--- config.mk ---
export PLATFORM = sky130hd
export DESIGN_NAME = wb_port_arbiter
export DESIGN_NICKNAME = d
export VERILOG_FILES = /design/src/rtl/wb_port_arbiter.sv
export SDC_FILE = /design/constraint.sdc
export NUM_CORES = 1
export LEC_CHECK = 0
export ABC_AREA = 1
export ABC_CLOCK_PERIOD_IN_PS = 2760
export CAP_MARGIN = 10
export CORE_MARGIN = 3
export CORE_UTILIZATION = 35
export CTS_BUF_LIST = sky130_fd_sc_hd__clkbuf_8 sky130_fd_sc_hd__clkbuf_16
export DETAILED_ROUTE_END_ITERATION = 8
export GPL_TIMING_DRIVEN = 1
export PLACE_DENSITY = 0.72
export SYNTH_ARGS = -nofsm -noshare
export SYNTH_HDL_FRONTEND = slang
export SYNTH_SLANG_ARGS = --single-unit
--- constraint.sdc ---
create_clock -name clk -period 2.76 [get_ports clk]
set_input_delay 0.69 -clock clk [delete_from_list [all_inputs] [get_ports clk]]
set_output_delay 0.69 -clock clk [all_outputs]
set_load 0.02 [all_outputs]
--- src/rtl/wb_port_arbiter.sv ---
`default_nettype none
// +----------------------------------------------------------------------------+
// | Module      : wb_port_arbiter                                              |
// | Description : Shares the register-file write port between W-stage          |
// |               writeback and buffered MDU results. Optional build macro:    |
// |               WB_BYPASS_EN (same-cycle MDU write when the port is idle).   |
// | Revision    : 1.0                                                          |
// +----------------------------------------------------------------------------+
module wb_port_arbiter #(
  parameter int DEPTH        = 2,
  parameter int STARVE_LIMIT = 4
) (
  input  logic                     clk,
  input  logic                     rst,
  input  logic                     pipe_we,
  input  logic [4:0]               pipe_rd,
  input  logic [31:0]              pipe_data,
  input  logic                     mdu_valid,
  input  logic [4:0]               mdu_rd,
  input  logic [31:0]              mdu_data,
  output logic                     mdu_ready,
  output logic                     rf_we,
  output logic [4:0]               rf_waddr,
  output logic [31:0]              rf_wdata,
  output logic                     wb_stall,
  output logic [31:0]              pend_mask,
  output logic [$clog2(DEPTH):0]   fifo_cnt
);

  localparam int AW = $clog2(DEPTH);
  localparam int SW = (STARVE_LIMIT > 1) ? $clog2(STARVE_LIMIT) : 1;
  localparam logic [SW-1:0] c_starve_max = SW'(STARVE_LIMIT - 1);
  localparam logic [AW:0]   c_depth      = (AW+1)'(DEPTH);

  logic [4:0]    r_rd   [DEPTH];
  logic [31:0]   r_data [DEPTH];
  logic [AW-1:0] r_rptr;
  logic [AW-1:0] r_wptr;
  logic [AW:0]   r_count;
  logic [SW-1:0] r_starve;
  logic          r_stall;

  logic w_full;
  logic w_port_free;
  logic w_drain;
  logic w_blocked;
  logic w_bypass;
  logic w_enq;

  assign w_full      = (r_count == c_depth);
  assign mdu_ready   = !w_full;
  // The port is free for the FIFO when the pipe has nothing to commit or is held by a stall.
  assign w_port_free = !pipe_we || (pipe_rd == 5'd0) || r_stall;
  assign w_drain     = (r_count != '0) && w_port_free;
  assign w_blocked   = (r_count != '0) && !w_port_free;

`ifdef WB_BYPASS_EN
  assign w_bypass = (r_count == '0) && w_port_free && mdu_valid && (mdu_rd != 5'd0);
`else
  assign w_bypass = 1'b0;
`endif

  // Results to x0 are accepted but never stored.
  assign w_enq = mdu_valid && mdu_ready && (mdu_rd != 5'd0) && !w_bypass;

  always_ff @(posedge clk or negedge rst) begin
    if (!rst) begin
      r_rptr  <= '0;
      r_wptr  <= '0;
      r_count <= '0;
    end else begin
      if (w_enq) begin
        r_wptr <= r_wptr + 1'b1;
      end
      if (w_drain) begin
        r_rptr <= r_rptr + 1'b1;
      end
      case ({w_enq, w_drain})
        2'b10:   r_count <= r_count + 1'b1;
        2'b01:   r_count <= r_count - 1'b1;
        default: r_count <= r_count;
      endcase
    end
  end

  always_ff @(posedge clk) begin
    if (w_enq) begin
      r_rd[r_wptr]   <= mdu_rd;
      r_data[r_wptr] <= mdu_data;
    end
  end

  always_ff @(posedge clk or negedge rst) begin
    if (!rst) begin
      r_starve <= '0;
      r_stall  <= 1'b0;
    end else if (w_blocked && (r_starve == c_starve_max)) begin
      r_starve <= '0;
      r_stall  <= 1'b1;
    end else begin
      r_stall  <= 1'b0;
      r_starve <= w_blocked ? (r_starve + 1'b1) : '0;
    end
  end

  assign wb_stall = r_stall;
  assign fifo_cnt = r_count;

  always_comb begin
    rf_we    = 1'b0;
    rf_waddr = 5'd0;
    rf_wdata = 32'd0;
    if (w_drain) begin
      rf_we    = 1'b1;
      rf_waddr = r_rd[r_rptr];
      rf_wdata = r_data[r_rptr];
    end else if (w_bypass) begin
      rf_we    = 1'b1;
      rf_waddr = mdu_rd;
      rf_wdata = mdu_data;
    end else if (pipe_we && (pipe_rd != 5'd0) && !r_stall) begin
      rf_we    = 1'b1;
      rf_waddr = pipe_rd;
      rf_wdata = pipe_data;
    end
  end

  // A slot is live when its distance from the read pointer is below the occupancy.
  always_comb begin
    pend_mask = 32'd0;
    for (int s = 0; s < DEPTH; s++) begin
      if ({1'b0, AW'(AW'(s) - r_rptr)} < r_count) begin
        pend_mask[r_rd[s]] = 1'b1;
      end
    end
  end

endmodule
`default_nettype wire

# Word-level counts from Yosys, hierarchy flattened
# Memories as Yosys holds them, arrays and structs flattened.
# Cells that the tools add are included.
# Widths: inputs -> output; s select.
dict set report word_totals {
  regBits 7
  input_bits 78
  ram_bits 74
  memories 2
}
# memory depth width rd rd_clocked_by_memory_dff wr line_no
set mem_list {}
lappend mem_list {r_data 2 32 1 0 1 36} ;# logic [31:0] r_data [DEPTH];
lappend mem_list {r_rd 2 5 3 0 1 35} ;# logic [4:0] r_rd [DEPTH];
dict set report op_classes {
  addsub 7
  n_mux 18
  eq_ne 4
  n_reduce_logical 20
  bitwise_logic 1
  order_cmp 6
}
# op count
set ops {}
lappend ops {{$mux 32} 4}
lappend ops {{$or 32x32->32} 1}
lappend ops {{$lt 5x6->1 const B} 2}
lappend ops {{$demux 1 s5} 2}
lappend ops {{$ge 5x1->1 const B} 2}
lappend ops {{$mux 5} 2}
lappend ops {{$reduce_bool 5->1} 2}
lappend ops {{$logic_and 1x1->1} 9}
lappend ops {{$mux 1} 7}
lappend ops {{$eq 2x2->1 const B} 3}
lappend ops {{$logic_not 5->1} 1}
lappend ops {{$add 2x1->2 const B} 2}
lappend ops {{$logic_not 1->1} 4}
lappend ops {{$lt 1x2->1} 2}
lappend ops {{$mux 2} 2}
lappend ops {{$pmux 2 s2} 1}
lappend ops {{$reduce_bool 2->1} 2}
lappend ops {{$add 1x1->1 const B} 2}
lappend ops {{$eq 2x1->1 const B} 1}
lappend ops {{$logic_or 1x1->1} 2}
lappend ops {{$sub 1x1->1 const A} 2}
lappend ops {{$sub 2x1->2 const B} 1}

# Depth between registers and ports, before layout
# An unclocked memory read counts as a cell.
dict set report logic_depth {
  depth_word 8
  ltp_mapped 10
  mapped_depth_nobuf 9
}

# Worst setup path after synthesis
# No wires, ideal clock.
dict set report synth_timing {
  path_kind {register to register}
  start {register r_count[0] (netlist: fifo_cnt[0])}
  end {memory r_data[1][0], enable pin}
  setup_ns 0.431
  slack_ns -0.268
  synth_period_minus_slack_ns 3.028
  arrival_time_ns 2.597
  path_stages_with_launch 6
  path_cell_list {dfrtp_1 -> buf_2 -> inv_1 -> a21boi_0 -> nand2_1 -> nor2_1}
}
dict set report synth_between {
  elab_chain_cells 6
}
# item line_no
set synth_lines {}
lappend synth_lines {{start: declaration} 39} ;# logic [AW:0] r_count;
lappend synth_lines {{start signal: assignment} 79} ;# 2'b10: r_count <= r_count + 1'b1;
lappend synth_lines {{start signal: assignment} 80} ;# 2'b01: r_count <= r_count - 1'b1;
lappend synth_lines {{start signal: assignment} 81} ;# default: r_count <= r_count;
lappend synth_lines {{$eq 2x2->1} 50} ;# assign w_full = (r_count == c_depth);
lappend synth_lines {{$logic_not 1->1} 51} ;# assign mdu_ready = !w_full;
lappend synth_lines {{$logic_and 1x1->1 (2 in a row)} 64} ;# assign w_enq = mdu_valid && mdu_ready && (mdu_rd != 5'd0) && !w_bypass;
lappend synth_lines {{$mux 1} 87} ;# if (w_enq) begin
lappend synth_lines {{$mux 1 (not written as such)} 89} ;# r_data[r_wptr] <= mdu_data;
lappend synth_lines {{end: declaration} 36}
# No other way between the ends.

==> flow_summary.toml <==
[placement]
dp.cells = 754
port_buffers = 151
hpwl_um = 8810
place.gp.congestion = 0.916

[route]
dr.pass1.iters = 5
vias_per_cell = 5.04
wl_um = 12300
wl_per_cell_um = 15.9
drtIter0Drc = 282
ant_nets = 0
vias = 3895
drc = 0

[logic_synthesis]
synth_edf_count = 74
ys_seq_area_share_pct = 58.5
netlist_instances = 466
yosys_warnings = 0
netlist_area_um2 = 4100
synth.avg_cell_area_um2 = 8.80
synth_common_cells = "nand2_1, edfxtp_1, nand3_1, o21ai_0, inv_1"
ys.flop_type = "edfxtp_1"
syn_nets = 546
postSynthRegisterBits = 81
synth_top_area_share_pct = 54.2
ys_async_sr_fraction_pct = 8.64
yosysMostFrequentCell = "nand2_1"
yosys-top-cells-area = "edfxtp_1, nand2_1, nand3_1"
synth.distinct_cells = 25
yosysTopAreaCell = "edfxtp_1"

[power]
swShare_pct = 40.6
leakagePower_uw = 0.00278
seqPwrFrac_pct = 33.9
internal_power_uw = 3180
clkPwrFrac_pct = 20.2
power_density_nw_per_um2 = 859
combinationalPowerShare_pct = 45.9
power_switching_uw = 2170
ir_drop_mv = 0.524

[final_layout]
n_antenna_cell = 0
syn2layout_area_growth_pct = 51.7
drive_above_1_share_pct = 15.8
fin_util_pct = 55.9
fillerInstances = 1010
nNetsFinal = 708
instances_no_fill = 773

[worst_setup_path]
arrival_ns = 2.14
crit_family = "buffers and inverters"
setup.worst_path.class = "reg -> out"
regToRegSetupSlack_ns = 0.79
crit_slowest_cell = "clkdlybuf4s50_1"
r2r-start = "fifo_cnt[0]"
startpoint_type = "flop"
crit_chain = "inv_1 -> nor3_1 -> nand3_1 -> o21ai_1 -> clkdlybuf4s50_1"
path_buf_inv = 2
cpPeakStageDelay_ns = 0.62
worstPathRequired_ns = 2.07
worstPathMaxFanout = 5
cp-end-kind = "output port"
startpoint = "r_rd[0][3]"

[global_routing]
grt_start_max_net_pins = 41
grt_use_total_pct = 19.3
antenna_found_initial = 0
grt_pass1_vias = 3944
grt_pass1_wl_um = 19800
overflow = 0

[clocking]
numCtsBuffers = 9
cts_tree = "yes"
clk_pin_slew_ns = 0.06
cts.sinks = 81
cts_root_buf = "clkbuf_16"
clock_latency_ns = 0.34
clockBufferDepth = 2
h-tree-depth = 3

[timing]
slew_violations = 0
setup_slack_ns = -0.0714
setup-tns-final_ns = -0.0997
holdWs_ns = 0.482
maxSlewHeadroom_pct = 68.2
clock.fmax_mhz = 353
setup_viol = 3
skew_ns = 0.00640
fin_crit_sh_pct = 103
period_minus_slack_ns = 2.83
worstMarginPinSlew_ns = 0.473
rsz0062_at_grt = "yes"
finalHoldViolations = 0

[floorplanning]
dieArea_um2 = 13000
boundaryPins = 152
fp.dieH_um = 114
initial_core_util_pct = 36.9
num_rows = 38
die_w_um = 114
core_um2 = 11100

[flow_run]
max_cap_viol_count = 0

[outcome]
failed_checks = "setup timing"
status = "complete, but fails checks"

[min_path]
worstHoldPathType = "reg -> reg"
hold_start = "r_wptr"
## layer usage
metal  GRT usage (%)  vias to the layer above  part of all wire [%]
li1                -                     1894                     -
met1            24.0                     1789                    42
met2            32.4                      192                    48
met3            4.70                       20                   8.0
met4            7.44                        0                   1.8
met5               0                        -                     0
## through the flow
| step | power (uW) | setup slack [ns] | area (um2) |
|---|---|---|---|
| 2_1_floorplan | 3270 | 0.339 | 4100 |
| 3_3_place_gp | 4330 | -0.532 | 5900 |
| 3_5_place_dp | 4380 | -0.529 | 5900 |
| 4_1_cts | 5370 | -0.0819 | 6200 |
| 5_1_grt | 5690 | -0.165 | 6220 |
| 6_report | 5340 | -0.0714 | 6220 |
## worst paths after layout
kind,to,depth (start not counted)
min in group asynchronous,r_starve[0],1
max in group asynchronous,fifo_cnt[0],1
max,pend_mask[10],5
min,r_wptr,2
min reg2reg,r_wptr,2
max reg2reg,fifo_cnt[1],7
## cells in the final DEF, fill, tap and decap left out, types with 3 or more instances in the layout
| cell type | instances |
|---|---|
| dlymetal6s2s_1 | 6 |
| clkdlybuf4s15_2 | 16 |
| inv_2 | 3 |
| nor2_1 | 8 |
| dlygate4sd2_1 | 28 |
| buf_2 | 15 |
| nand3_1 | 62 |
| buf_4 | 11 |
| buf_6 | 3 |
| clkbuf_2 | 3 |
| edfxtp_1 | 74 |
| clkinvlp_4 | 4 |
| dfrtp_1 | 6 |
| inv_1 | 17 |
| o21ai_0 | 27 |
| nand2_1 | 204 |
| nor2_2 | 3 |
| clkbuf_16 | 9 |
| clkdlybuf4s50_1 | 79 |
| o21ai_1 | 11 |
| nand3_2 | 6 |
| nor3_2 | 5 |
| nor3_1 | 4 |
| buf_12 | 7 |
## final cells by class
type,instances,area (um2),share of cell area (%)
Tap cell,140,175,2.82
Timing Repair Buffer,172,1720,27.6
Clock buffer,9,225,3.62
Clock inverter,7,47.5,0.764
Inverter,21,86.3,1.39
Sequential cell,81,2400,38.6
Multi-Input combinational cell,343,1570,25.2
## worst min-delay path, cell delays in order (launching register included)
cell,delay [ns]
dfrtp_1,0.35
nand2_1,0.06
nand2_1,0.05
## cell families (layout without fill, tap and decap cells)
group / count (synthesis) / in the layout / share of synthesized area, %
AO/OA/AOI/OAI: 41 / 41 / 5.34
XOR/XNOR: 2 / 2 / 0.427
adder cells (fa/ha/maj): 2 / 2 / 0.610
buffers and inverters: 42 / 209 / 4.73
flip-flops: 81 / 81 / 58.5
AND/OR/NAND/NOR: 298 / 298 / 30.4
## state kept, by name, summed over array words and instances (netlist names)
| name | count |
|---|---|
| r_data | 64 |
| r_rptr | 1 |
| r_starve | 2 |
| r_rd | 10 |
| r_wptr | 1 |
| wb_stall | 1 |
| fifo_cnt | 2 |
## power by group through the flow
stage | Combinational [uW] | Sequential (uW) | Clock [uW]
floorplan | 1470 | 1800 | 0
global placement | 2520 | 1810 | 0
detailed placement | 2560 | 1830 | 0
CTS | 2470 | 1810 | 1090
global route | 2710 | 1840 | 1150
finish | 2450 | 1810 | 1080
## what timing repair did
item	in CTS	in global routing
setup buffers	1	0
gates resized for setup	175	16
setup endpoints to repair	70	43
cloned	2	0
pin swaps	4	2
hold buffers	0	0
No activity file was read; power rests on OpenSTA's default activity.
